--- src/rtl/csel_adder_pipe.sv ---
// Pipelined carry-select adder/subtractor with valid/ready handshakes.
// Define CSEL_ADDER_SAT_EN to saturate the sum on signed overflow.
module csel_adder_pipe #(
    parameter int WIDTH  = 32,
    parameter int BLOCK  = 4,
    parameter int STAGES = 2
) (
    input  logic             clk,
    input  logic             rst,
    input  logic             in_valid,
    output logic             in_ready,
    input  logic [WIDTH-1:0] a,
    input  logic [WIDTH-1:0] b,
    input  logic             cin,
    input  logic             sub,
    output logic             out_valid,
    input  logic             out_ready,
    output logic [WIDTH-1:0] sum,
    output logic             cout,
    output logic             overflow
);

    localparam int NBLK = WIDTH / BLOCK;
    localparam int SPS  = NBLK / STAGES;
    localparam int SW   = SPS * BLOCK;

    logic             adv;
    logic             out_valid_q;
    logic [WIDTH-1:0] sum_q;
    logic             cout_q;
    logic             ovf_q;

    assign adv      = ~out_valid_q | out_ready;
    assign in_ready = adv;

    genvar s;
    generate
        for (s = 0; s < STAGES; s++) begin : g_stg
            localparam int LO = s * SW;
            localparam int HI = LO + SW;

            // x carries finished sum bits below LO and raw A bits above
            logic             v_in;
            logic [WIDTH-1:0] x_in;
            logic [WIDTH-1:LO] bp_in;
            logic             c_in;
            logic [WIDTH-1:0] x_d;
            logic             c_d;

            if (s == 0) begin : g_src
                assign v_in  = in_valid;
                assign x_in  = a;
                assign bp_in = sub ? ~b : b;
                assign c_in  = sub | cin;
            end else begin : g_src
                assign v_in  = g_stg[s-1].g_reg.v_q;
                assign x_in  = g_stg[s-1].g_reg.x_q;
                assign bp_in = g_stg[s-1].g_reg.bp_q;
                assign c_in  = g_stg[s-1].g_reg.c_q;
            end

            always_comb begin
                logic             c;
                logic [BLOCK-1:0] as;
                logic [BLOCK-1:0] bs;
                logic [BLOCK:0]   r0;
                logic [BLOCK:0]   r1;
                logic [BLOCK:0]   rs;
                x_d = x_in;
                c   = c_in;
                as  = '0;
                bs  = '0;
                r0  = '0;
                r1  = '0;
                rs  = '0;
                for (int j = 0; j < SPS; j++) begin
                    as = x_in[LO+j*BLOCK +: BLOCK];
                    bs = bp_in[LO+j*BLOCK +: BLOCK];
                    r0 = {1'b0, as} + {1'b0, bs};
                    r1 = {1'b0, as} + {1'b0, bs}
                       + {{BLOCK{1'b0}}, 1'b1};
                    rs = c ? r1 : r0;
                    x_d[LO+j*BLOCK +: BLOCK] = rs[BLOCK-1:0];
                    c = rs[BLOCK];
                end
                c_d = c;
            end

            if (s < STAGES - 1) begin : g_reg
                logic              v_q;
                logic [WIDTH-1:0]  x_q;
                logic [WIDTH-1:HI] bp_q;
                logic              c_q;

                always_ff @(posedge clk) begin
                    if (rst) begin
                        v_q  <= 1'b0;
                        x_q  <= '0;
                        bp_q <= '0;
                        c_q  <= 1'b0;
                    end else if (adv) begin
                        v_q  <= v_in;
                        x_q  <= x_d;
                        bp_q <= bp_in[WIDTH-1:HI];
                        c_q  <= c_d;
                    end
                end
            end
        end
    endgenerate

    logic             last_v;
    logic             a_msb;
    logic             bp_msb;
    logic [WIDTH-1:0] raw_sum;
    logic             cout_d;
    logic             ovf_d;
    logic [WIDTH-1:0] sum_d;

    assign last_v  = g_stg[STAGES-1].v_in;
    assign a_msb   = g_stg[STAGES-1].x_in[WIDTH-1];
    assign bp_msb  = g_stg[STAGES-1].bp_in[WIDTH-1];
    assign raw_sum = g_stg[STAGES-1].x_d;
    assign cout_d  = g_stg[STAGES-1].c_d;

    always_comb begin
        ovf_d = (a_msb == bp_msb) && (raw_sum[WIDTH-1] != a_msb);
`ifdef CSEL_ADDER_SAT_EN
        sum_d = raw_sum;
        if (ovf_d) begin
            sum_d = a_msb ? {1'b1, {(WIDTH-1){1'b0}}}
                          : {1'b0, {(WIDTH-1){1'b1}}};
        end
`else
        sum_d = raw_sum;
`endif
    end

    // Result fields only load on a valid op so bubbles leave them untouched
    always_ff @(posedge clk) begin
        if (rst) begin
            out_valid_q <= 1'b0;
            sum_q       <= '0;
            cout_q      <= 1'b0;
            ovf_q       <= 1'b0;
        end else if (adv) begin
            out_valid_q <= last_v;
            if (last_v) begin
                sum_q  <= sum_d;
                cout_q <= cout_d;
                ovf_q  <= ovf_d;
            end
        end
    end

    assign out_valid = out_valid_q;
    assign sum       = sum_q;
    assign cout      = cout_q;
    assign overflow  = ovf_q;

endmodule

--- config.mk ---
export PLATFORM = sky130hd
export DESIGN_NAME = csel_adder_pipe
export DESIGN_NICKNAME = d
export VERILOG_FILES = /design/src/rtl/csel_adder_pipe.sv
export SDC_FILE = /design/constraint.sdc
export NUM_CORES = 1
export LEC_CHECK = 0
export CAP_MARGIN = 30
export CORE_ASPECT_RATIO = 1.2
export CORE_MARGIN = 4
export CORE_UTILIZATION = 50
export DETAILED_ROUTE_END_ITERATION = 8
export PLACE_DENSITY = 0.78
export RECOVER_POWER = 100
export SLEW_MARGIN = 20
export SYNTH_ARGS = -nofsm -noshare
export SYNTH_HDL_FRONTEND = slang
export SYNTH_SLANG_ARGS = --single-unit
--- constraint.sdc ---
create_clock -name clk -period 12.05 [get_ports clk]
set_clock_uncertainty 0.05 [all_clocks]
set_input_delay 1.205 -clock clk [delete_from_list [all_inputs] [get_ports clk]]
set_output_delay 1.205 -clock clk [all_outputs]
set_load 0.005 [all_outputs]
==> impl_metrics.xml <==
<?xml version="1.0" encoding="UTF-8"?>
<metrics>
  <group name="worst_setup_path">
    <metric name="worstPathArrival" unit="ns">6.85</metric>
    <metric name="critPathRequiredTime" unit="ns">12.06</metric>
    <metric name="worstSetupStartpoint" unit="">sub</metric>
    <metric name="r2r_start" unit="">out_valid$_SDFFE_PP0N_</metric>
    <metric name="crit_end" unit="">g_stg[0].g_reg.x_q[13]$_SDFFE_PP0N_</metric>
    <metric name="endpoint_kind" unit="">flip-flop</metric>
    <metric name="path_class" unit="">primary input to flip-flop</metric>
    <metric name="r2r-end" unit="">sum[16]$_SDFFE_PP0P_</metric>
    <metric name="crit_path_start_kind" unit="">primary input</metric>
    <metric name="cp_max_fo" unit="">37</metric>
    <metric name="ff2ff_setup_slack" unit="ns">6.31</metric>
    <metric name="ff2ff_path_depth" unit="">8</metric>
  </group>
  <group name="synthesis">
    <metric name="post-synth-top-area-cell" unit="">sky130_fd_sc_hd__dfxtp_1</metric>
    <metric name="synthesis.area" unit="sq um">5134</metric>
    <metric name="sequential_to_total_area_share_from_yosys_stat" unit="">0.3315</metric>
    <metric name="async_set_or_reset_register_ratio_after_synthesis" unit="">0</metric>
    <metric name="syn_inst" unit="">596</metric>
    <metric name="synth_common_cells" unit="">85 x sky130_fd_sc_hd__dfxtp_1, 82 x sky130_fd_sc_hd__nand2_1, 58 x sky130_fd_sc_hd__nor2_1, 52 x sky130_fd_sc_hd__a21oi_1, 41 x sky130_fd_sc_hd__a211oi_1</metric>
    <metric name="yosys_warnings" unit="">0</metric>
    <metric name="netlist-cell-type-count" unit="">59</metric>
    <metric name="count_of_flip_flops_with_a_built_in_enable_after_synthesis" unit="">0</metric>
    <metric name="synth_ff_type" unit="">sky130_fd_sc_hd__dfxtp_1</metric>
    <metric name="synth_area_leaders" unit="">sky130_fd_sc_hd__dfxtp_1 33%, sky130_fd_sc_hd__ha_1 9.7%, sky130_fd_sc_hd__xnor2_1 6.1%</metric>
    <metric name="yosysMostFrequentCell" unit="">sky130_fd_sc_hd__dfxtp_1</metric>
    <metric name="synth_top_area_share" unit="">0.3315</metric>
    <metric name="avgSynthCellArea" unit="sq um">8.614</metric>
    <metric name="synth-seq-cells" unit="">85</metric>
    <metric name="syn_nets" unit="">714</metric>
  </group>
  <group name="cts">
    <metric name="post_cts_resize_count" unit="">0</metric>
    <metric name="postCtsHoldBufs" unit="">0</metric>
    <metric name="tritoncts" unit="">yes</metric>
    <metric name="clock_sinks" unit="">85</metric>
    <metric name="worst_skew_pair.late_latency" unit="ns">0.34</metric>
    <metric name="cts_buffer_depth" unit="">2</metric>
    <metric name="ctsHtreeMaxLevel" unit="">3</metric>
    <metric name="tritoncts.num_buffers" unit="">9</metric>
    <metric name="cts_setup_buffers" unit="">0</metric>
    <metric name="root_buffer" unit="">sky130_fd_sc_hd__clkbuf_16</metric>
    <metric name="path_clk_slew" unit="ns">0.06</metric>
  </group>
  <group name="grt">
    <metric name="grt-ovfl-total" unit="">0</metric>
    <metric name="antenna_violations_before_repair" unit="">0</metric>
    <metric name="first_global_vias" unit="">4366</metric>
    <metric name="groute.usage.overall" unit="">0.2068</metric>
    <metric name="grt_start_max_net_pins" unit="">88</metric>
    <metric name="global_route_wire_length_before_repair" unit="mm">20.17</metric>
  </group>
  <group name="job">
    <metric name="max_cap_violations" unit="">2</metric>
  </group>
  <group name="routing">
    <metric name="num_vias" unit="">4370</metric>
    <metric name="route.detailed.vias_per_inst" unit="">5.382</metric>
    <metric name="initialDrtViolationCount" unit="">162</metric>
    <metric name="route.antenna.remaining_nets" unit="">0</metric>
    <metric name="wire_per_inst" unit="um">14.60</metric>
    <metric name="remaining_drc_errors" unit="">0</metric>
    <metric name="first_pass_iters" unit="">4</metric>
    <metric name="route.final.wire_length" unit="mm">11.85</metric>
  </group>
  <group name="placed_design">
    <metric name="place_congestion" unit="">0.8698</metric>
    <metric name="detailedPlacementHpwl" unit="mm">8.923</metric>
    <metric name="placement.io_buffers" unit="">105</metric>
  </group>
  <group name="hold_path">
    <metric name="type_of_the_tightest_min_delay_check" unit="">flip-flop to flip-flop</metric>
    <metric name="min_delay_path_depth" unit="">2</metric>
  </group>
  <group name="sta">
    <metric name="worst_slew_margin_rel" unit="">-1.132</metric>
    <metric name="layout_min_cycle_time" unit="ns">6.837</metric>
    <metric name="setup_violations" unit="">0</metric>
    <metric name="tns" unit="ns">0</metric>
    <metric name="final-hold-violation-count" unit="">0</metric>
    <metric name="finalHoldWorstSlack" unit="ns">0.3997</metric>
    <metric name="setup_repair_after_global_routing_missed_its_margin" unit="">no</metric>
    <metric name="slew_viol_final" unit="">119</metric>
    <metric name="tightestPinTransition" unit="ns">3.198</metric>
    <metric name="max_clock_freq" unit="MHz">146.3</metric>
    <metric name="layout_worst_path_cycle_share" unit="">0.5673</metric>
  </group>
  <group name="power">
    <metric name="power_per_cell_area" unit="nW/um^2">128.0</metric>
    <metric name="p_leak" unit="nW">2.764</metric>
    <metric name="worst_ir_drop_vdd" unit="uV">82.50</metric>
    <metric name="design_power_total" unit="mW">0.8270</metric>
  </group>
  <group name="outcome">
    <metric name="failed_checks" unit="">capacitance limit, slew limit</metric>
    <metric name="status" unit="">complete, but fails checks</metric>
  </group>
  <group name="cells_and_area">
    <metric name="syn2layout_area_growth" unit="%">25.81</metric>
    <metric name="finalNetCount" unit="">799</metric>
    <metric name="antenna-diode-count" unit="">0</metric>
    <metric name="layout-drive-gt1-share" unit="">0.04227</metric>
  </group>
  <group name="die">
    <metric name="ioPinCount" unit="">106</metric>
    <metric name="placement_rows" unit="">40</metric>
    <metric name="die_area" unit="sq um">11960</metric>
    <metric name="dieWidth" unit="um">100.5</metric>
    <metric name="core_region_area" unit="sq um">10010</metric>
    <metric name="start_util" unit="">0.5129</metric>
    <metric name="die_h" unit="um">119</metric>
  </group>
</metrics>
cell usage in the layout (no fill, tap or decap), drive strengths merged, types with 7 or more instances in the layout:
cell and n:
dfxtp 85, nand2 82, clkdlybuf4s50 66, nor2 58, a21oi 53, a211oi 41
ha 40, dlygate4sd3 37, xnor2 36, xor2 36, inv 27, a21o 15
clkbuf 15, o21ai 10, nand3 9, fa 8, mux2i 7
through the flow:
step	utilization	cell area, sq um	instances	setup WS, ns
6_report	0.6453	6459	812	5.213
5_1_grt	0.6453	6459	812	4.608
4_1_cts	0.6498	6504	812	6.738
3_5_place_dp	0.6205	6211	796	6.389
3_3_place_gp	0.6205	6211	796	6.680
2_1_floorplan	-	5134	596	7.092
where the power goes:
group	switching, mW	internal [mW]
Combinational	0.118	0.110
Sequential	0.0176	0.310
Clock	0.107	0.165
worst min-delay path by stage:
stage | slack [ns] | from | endpoint
after floorplan | 0.38 | g_stg[0].g_reg.x_q[1]$_SDFFE_PP0N_ | sum[1]$_SDFFE_PP0P_
after global placement | 0.39 | g_stg[0].g_reg.x_q[3]$_SDFFE_PP0N_ | sum[3]$_SDFFE_PP0P_
after detailed placement | 0.40 | sum[8]$_SDFFE_PP0P_ | sum[8]$_SDFFE_PP0P_
after CTS | 0.41 | g_stg[0].g_reg.x_q[15]$_SDFFE_PP0N_ | sum[15]$_SDFFE_PP0P_
after global routing | 0.43 | g_stg[0].g_reg.x_q[10]$_SDFFE_PP0N_ | sum[10]$_SDFFE_PP0P_
final | 0.40 | g_stg[0].g_reg.x_q[15]$_SDFFE_PP0N_ | sum[15]$_SDFFE_PP0P_
worst max-delay path, stage by stage:
cell and delay (ns):
sky130_fd_sc_hd__clkbuf_1 1.61, sky130_fd_sc_hd__xor2_1 0.18, sky130_fd_sc_hd__ha_1 0.30, sky130_fd_sc_hd__inv_1 0.07, sky130_fd_sc_hd__fa_1 0.44, sky130_fd_sc_hd__inv_1 0.08, sky130_fd_sc_hd__ha_1 0.17, sky130_fd_sc_hd__o21ai_0 0.15
sky130_fd_sc_hd__a311o_1 0.45, sky130_fd_sc_hd__a211oi_1 0.22, sky130_fd_sc_hd__a2bb2oi_1 0.53, sky130_fd_sc_hd__nand4_1 0.26, sky130_fd_sc_hd__mux2i_1 0.35, sky130_fd_sc_hd__xor2_1 0.47, sky130_fd_sc_hd__mux2i_1 0.25, sky130_fd_sc_hd__a211oi_1 0.09
routing by layer:
layer	vias up	part of all wire	GRT usage
met5	-	0	0
met4	0	0.026	0.08762
li1	2229	-	-
met3	23	0.050	0.03515
met1	1991	0.43	0.2548
met2	127	0.49	0.3516
cell type report:
type	count	area [sq um]
flip-flops and latches	85	1702
well taps	126	157.7
fillers	847	3551
repair buffers	109	1059
clock buffers	11	242.7
inverters	28	105.1
multi-input cells	448	3143
clock inverters	5	50.05
flip-flops by register name, summed over array words and instances (netlist names):
signal            flops
cout                  1
g_stg.g_reg.bp_q     16
g_stg.g_reg.c_q       1
g_stg.g_reg.v_q       1
g_stg.g_reg.x_q      32
out_valid             1
overflow              1
sum                  32
cell families (layout without fill, tap and decap cells):
family,after synthesis,after routing,share of synthesized area
flip-flops,85,85,0.3315
buffers and inverters,63,153,0.05045
XOR/XNOR,72,72,0.1294
AO/OA/AOI/OAI,141,141,0.1872
multiplexers,7,7,0.01609
AND/OR/NAND/NOR,180,180,0.1567
adder cells (fa/ha/maj),48,48,0.1287
No activity file was read; power rests on OpenSTA's default activity.
